File: config.mk
export PLATFORM = sky130hd
export DESIGN_NAME = fetch_stage
export DESIGN_NICKNAME = d
export VERILOG_FILES = /design/src/rtl/fetch_stage.sv
export SDC_FILE = /design/constraint.sdc
export NUM_CORES = 1
export LEC_CHECK = 0
export BUFFER_PORTS_ARGS = -buffer_cell sky130_fd_sc_hd__buf_2
export CORE_ASPECT_RATIO = 1.5
export CORE_MARGIN = 3
export CORE_UTILIZATION = 50
export CTS_BUF_LIST = sky130_fd_sc_hd__clkbuf_4 sky130_fd_sc_hd__clkbuf_8 sky130_fd_sc_hd__clkbuf_16
export DETAILED_ROUTE_END_ITERATION = 8
export GPL_TIMING_DRIVEN = 0
export PLACE_DENSITY = 0.76
export SYNTH_ARGS = -nofsm -noshare
export SYNTH_HDL_FRONTEND = slang
export SYNTH_SLANG_ARGS = --single-unit
export TNS_END_PERCENT = 1
File: constraint.sdc
create_clock -name clk -period 2.4 [get_ports clk]
set_input_delay 0.48 -clock clk [delete_from_list [all_inputs] [get_ports clk]]
set_output_delay 0.48 -clock clk [all_outputs]
set_load 0.1 [all_outputs]
File: src/rtl/fetch_stage.sv
// Instruction-fetch stage with IF/ID pipeline register. Owns the PC, drives the
// instruction-cache request and absorbs stalls/redirects around a non-abortable read.
module fetch_stage #(
    parameter logic [31:0] RESET_PC = 32'h00000060,
    parameter logic [31:0] NOP_INSN = 32'h00000013
) (
    input  logic        clk,
    input  logic        rst,
    output logic [31:0] imem_address,
    output logic        imem_read,
    input  logic [31:0] imem_rdata,
    input  logic        imem_resp,
    input  logic        stall,
    input  logic        redirect_valid,
    input  logic [31:0] redirect_pc,
    output logic [31:0] ir_out,
    output logic [31:0] pc_out,
    output logic        valid_out
);

    typedef enum logic [1:0] {StFetch, StHold, StDrop} state_e;

    state_e      state_q, state_d;
    logic [31:0] fetch_pc_q, fetch_pc_d;
    logic [31:0] redir_pc_q, redir_pc_d;
    logic [31:0] buf_ir_q, buf_ir_d;
    logic [31:0] buf_pc_q, buf_pc_d;
    logic [31:0] ir_q, ir_d;
    logic [31:0] pc_q, pc_d;
    logic        valid_q, valid_d;

    logic [31:0] target;
    logic [31:0] fetch_pc_inc;

    assign target       = {redirect_pc[31:2], 2'b00};
    assign fetch_pc_inc = fetch_pc_q + 32'd4;

    assign imem_address = {fetch_pc_q[31:2], 2'b00};
    assign imem_read    = (state_q != StHold);

    assign ir_out    = ir_q;
    assign pc_out    = pc_q;
    assign valid_out = valid_q;

    always_comb begin
        state_d    = state_q;
        fetch_pc_d = fetch_pc_q;
        redir_pc_d = redir_pc_q;
        buf_ir_d   = buf_ir_q;
        buf_pc_d   = buf_pc_q;
        ir_d       = ir_q;
        pc_d       = pc_q;
        valid_d    = valid_q;

        unique case (state_q)
            StFetch: begin
                if (redirect_valid) begin
                    valid_d = 1'b0;
                    ir_d    = NOP_INSN;
                    if (imem_resp) begin
                        fetch_pc_d = target;
                    end else begin
                        // Cache cannot abort: park the target until the old read returns.
                        redir_pc_d = target;
                        state_d    = StDrop;
                    end
                end else if (imem_resp) begin
                    fetch_pc_d = fetch_pc_inc;
                    if (!stall) begin
                        ir_d    = imem_rdata;
                        pc_d    = fetch_pc_q;
                        valid_d = 1'b1;
                    end else begin
                        buf_ir_d = imem_rdata;
                        buf_pc_d = fetch_pc_q;
                        state_d  = StHold;
                    end
                end else if (!stall) begin
                    valid_d = 1'b0;
                    ir_d    = NOP_INSN;
                end
            end
            StHold: begin
                if (redirect_valid) begin
                    valid_d    = 1'b0;
                    ir_d       = NOP_INSN;
                    fetch_pc_d = target;
                    state_d    = StFetch;
                end else if (!stall) begin
                    ir_d    = buf_ir_q;
                    pc_d    = buf_pc_q;
                    valid_d = 1'b1;
                    state_d = StFetch;
                end
            end
            StDrop: begin
                valid_d = 1'b0;
                ir_d    = NOP_INSN;
                if (redirect_valid) begin
                    redir_pc_d = target;
                end
                if (imem_resp) begin
                    // A redirect arriving with the response is the newest target.
                    fetch_pc_d = redirect_valid ? target : redir_pc_q;
                    state_d    = StFetch;
                end
            end
            default: begin
                state_d = StFetch;
            end
        endcase
    end

    always_ff @(posedge clk) begin
        if (rst) begin
            state_q    <= StFetch;
            fetch_pc_q <= RESET_PC;
            redir_pc_q <= RESET_PC;
            buf_ir_q   <= NOP_INSN;
            buf_pc_q   <= 32'd0;
            ir_q       <= NOP_INSN;
            pc_q       <= 32'd0;
            valid_q    <= 1'b0;
        end else begin
            state_q    <= state_d;
            fetch_pc_q <= fetch_pc_d;
            redir_pc_q <= redir_pc_d;
            buf_ir_q   <= buf_ir_d;
            buf_pc_q   <= buf_pc_d;
            ir_q       <= ir_d;
            pc_q       <= pc_d;
            valid_q    <= valid_d;
        end
    end

endmodule

==> insert_results.sql <==
INSERT INTO impl_metrics (metric_group, metric, value, unit) VALUES
('outcome', 'run_status', 'finished, final reports clean', ''),
('power_and_ir_drop', 'worst_ir_drop_vdd', '418', 'uV'),
('job', 'cap_violations', '0', ''),
('global_routing', 'met1_usage', '31.7', '%'),
('setup_path', 'data_required_time_of_the_worst_path', '2.70', 'ns'),
('setup_path', 'cp.arrival', '2.70', 'ns'),
('route', 'post_drt_wl_per_cell', '18.8', 'um'),
('power_and_ir_drop', 'clockPowerShare', '30.3', '%'),
('setup_path', 'critPathCapture', 'fetch_pc_q[2]', ''),
('timing', 'total_negative_setup_slack', '0', 'ns'),
('setup_path', 'worstPathCellList', 'inv_1 > ha_2 > buf_2 > o21ba_1 > or3_4 > buf_4 > clkbuf_4 > a221oi_1 > nor3_1', ''),
('route', 'routed_wirelength', '28600', 'um'),
('placement', 'dpl.hpwl', '21500', 'um'),
('setup_path', 'rr_startpoint', 'state_q[0]', ''),
('timing', 'rsz0062_at_grt', 'yes', ''),
('power_and_ir_drop', 'p_leak', '4.10', 'nW'),
('cts', 'cts_hold_buf', '0', ''),
('setup_path', 'worstSetupStartpoint', 'state_q[0]', ''),
('timing', 'max_slew.worst_pin.slew', '0.843', 'ns'),
('floorplan', 'die_width', '115', 'um'),
('cts', 'clock-sinks', '195', ''),
('setup_path', 'critical_path.n_buffers_inverters', '4', ''),
('setup_path', 'path_class', 'reg -> reg', ''),
('floorplan', 'site_rows', '59', ''),
('synth', 'distinct_cell_type_count_after_synthesis', '65', ''),
('synth', 'yosysTopAreaCellShare', '43.5', '%'),
('floorplan', 'start_util', '51.3', '%'),
('synth', 'synth_area', '8980', 'um^2'),
('route', 'route.detailed.drc', '0', ''),
('setup_path', 'rrSetupSlack', '0.005', 'ns'),
('power_and_ir_drop', 'power_report.internal_total', '0.00555', 'W'),
('cells_and_area', 'syn_to_final_growth', '19.7', '%'),
('power_and_ir_drop', 'share_comb_of_total_power', '29.6', '%'),
('synth', 'synth.yosys.seq_area_share', '43.5', '%'),
('synth', 'ys_ff_latch', '195', ''),
('setup_path', 'rr_endpoint', 'fetch_pc_q[2]', ''),
('cells_and_area', 'finish.net_count', '1373', ''),
('global_routing', 'total_global_routing_track_utilization', '29.0', '%'),
('cells_and_area', 'final_util', '61.4', '%'),
('cts', 'cts_tree', 'yes', ''),
('setup_path', 'crit_path_max_fanout', '10', ''),
('timing', 'fmax', '0.418', 'GHz'),
('power_and_ir_drop', 'power_per_cell_area', '857', 'nW/um^2'),
('timing', 'finalSetupViolCount', '0', ''),
('floorplan', 'fp.dieArea', '19600', 'um^2'),
('timing', 'relSlewSlack', '43.4', '%'),
('setup_path', 'worstRegToRegCells', '9', ''),
('setup_path', 'crit_path_top_delay_cell', 'sky130_fd_sc_hd__or3_4', ''),
('global_routing', 'most_used_routing_layer', 'met2', ''),
('floorplan', 'placeableCoreArea', '17500', 'um^2'),
('cts', 'worst_setup_hold_path_clk_slew', '0.07', 'ns'),
('setup_path', 'worstSetupPathDepth', '9', ''),
('route', 'num_vias', '8986', ''),
('setup_path', 'cp_top_family', 'buffers and inverters', ''),
('floorplan', 'die-height', '170', 'um'),
('power_and_ir_drop', 'p_sw_share', '39.7', '%'),
('synth', 'syn_inst', '1121', ''),
('route', 'dr.first_iter.drc_count', '731', ''),
('global_routing', 'initial_antenna_violation_count', '0', ''),
('timing', 'worst_slack', '0.00493', 'ns'),
('power_and_ir_drop', 'power_switching', '0.00366', 'W'),
('timing', 'clk_skew', '0.00664', 'ns'),
('cts', 'cts-buffers-inserted', '17', ''),
('global_routing', 'grt_max_degree', '19', ''),
('synth', 'yosysTopAreaCell', 'sky130_fd_sc_hd__dfxtp_1', ''),
('floorplan', 'boundaryPins', '167', ''),
('cts', 'root_buffer', 'sky130_fd_sc_hd__clkbuf_16', ''),
('placement', 'place.gp.congestion', '0.970', ''),
('cells_and_area', 'fillCellCount', '1634', ''),
('synth', 'synth_area_leaders', 'sky130_fd_sc_hd__dfxtp_1 (43%), sky130_fd_sc_hd__nand2_1 (8.9%), sky130_fd_sc_hd__a21oi_1 (7.6%)', ''),
('synth', 'syn-mean-instance-area', '8.01', 'um^2');
-- stage by stage --
step / instance area (um^2) / std cells / hold slack (ns)
floorplan: 9020 / 1122 / 0.432
global placement: 10100 / 1495 / 0.442
detailed placement: 10100 / 1495 / 0.446
CTS: 10700 / 1525 / 0.271
global route: 10700 / 1525 / 0.280
finish: 10700 / 1525 / 0.281
-- power by group through the flow --
stage,Clock [W],Combinational [W],Sequential (W)
global placement,0,0.00264,0.00375
CTS,0.00280,0.00269,0.00369
global route,0.00293,0.00289,0.00372
finish,0.00279,0.00273,0.00370
detailed placement,0,0.00266,0.00376
floorplan,0,0.00109,0.00468
-- registers in the layout (all words and copies together) (netlist names) --
register and count:
buf_pc_q 32, pc_out 32, fetch_pc_q 32, ir_out 32, buf_ir_q 32, valid_out 1, redir_pc_q 32, state_q 2
-- cells by family after synthesis --
group	share of synthesized area, %
simple gates	21.6
compound gates	22.2
flops	43.5
buf+inv	6.80
mux	4.25
xor+xnor	0.976
fa+ha+maj	0.697
other cells	0.0418
-- cell type report --
type	instances	area [um^2]	area share (%)
Multi-Input combinational cell	803	4540	42.2
Sequential cell	195	3940	36.7
Timing Repair Buffer	160	801	7.45
Buffer	105	567	5.27
Clock buffer	19	453	4.22
Tap cell	213	267	2.48
Clock inverter	13	116	1.08
Inverter	17	67.6	0.629
-- what timing repair did --
item | 4_1_cts | 5_1_grt
hold endpoints to repair | 0 | 0
pin swaps | 1 | 0
resized for setup | 18 | 26
buffers inserted | 0 | 0
cloned | 0 | 0
endpoints found under the setup margin | 84 | 146
-- tightest hold or removal path: cells and delay by family --
kind / cells / cell delay [ns]
AO/OA/AOI/OAI: 1 / 0.05
buffers and inverters: 1 / 0.10
AND/OR/NAND/NOR: 1 / 0.05
-- layer usage --
metal	routed length, um	part of all wire [%]	vias up
li1	-	-	4309
met1	10500	37	4208
met2	14600	51	373
met3	1850	6.5	96
met4	1700	6.0	0
met5	0	0	-
-- placed cells by master, fill, tap and decap left out, drive strengths merged, types with 5 or more instances in the layout --
cell type,n
a211o,5
a211oi,55
a21oi,137
a221o,8
a221oi,12
a22o,7
a22oi,30
and3,5
buf,182
clkbuf,100
dfxtp,195
ha,5
inv,22
mux2i,37
nand2,213
nand2b,8
nand3,14
nand4,12
nor2,105
nor2b,5
nor3,41
nor4,12
o211ai,6
o21ai,28
xnor2,7
-- worst min path at each step --
stage	start	end	slack, ns	depth (start not counted)
2_1_floorplan	buf_ir_q[0]	buf_ir_q[0]	0.43	2
3_3_place_gp	buf_pc_q[8]	buf_pc_q[8]	0.44	2
3_5_place_dp	redir_pc_q[18]	redir_pc_q[18]	0.45	2
4_1_cts	imem_rdata[18]	buf_ir_q[18]	0.27	3
5_1_grt	imem_rdata[31]	buf_ir_q[31]	0.28	3
6_report	imem_rdata[23]	buf_ir_q[23]	0.28	3
(Power assumes the default switching activity.)
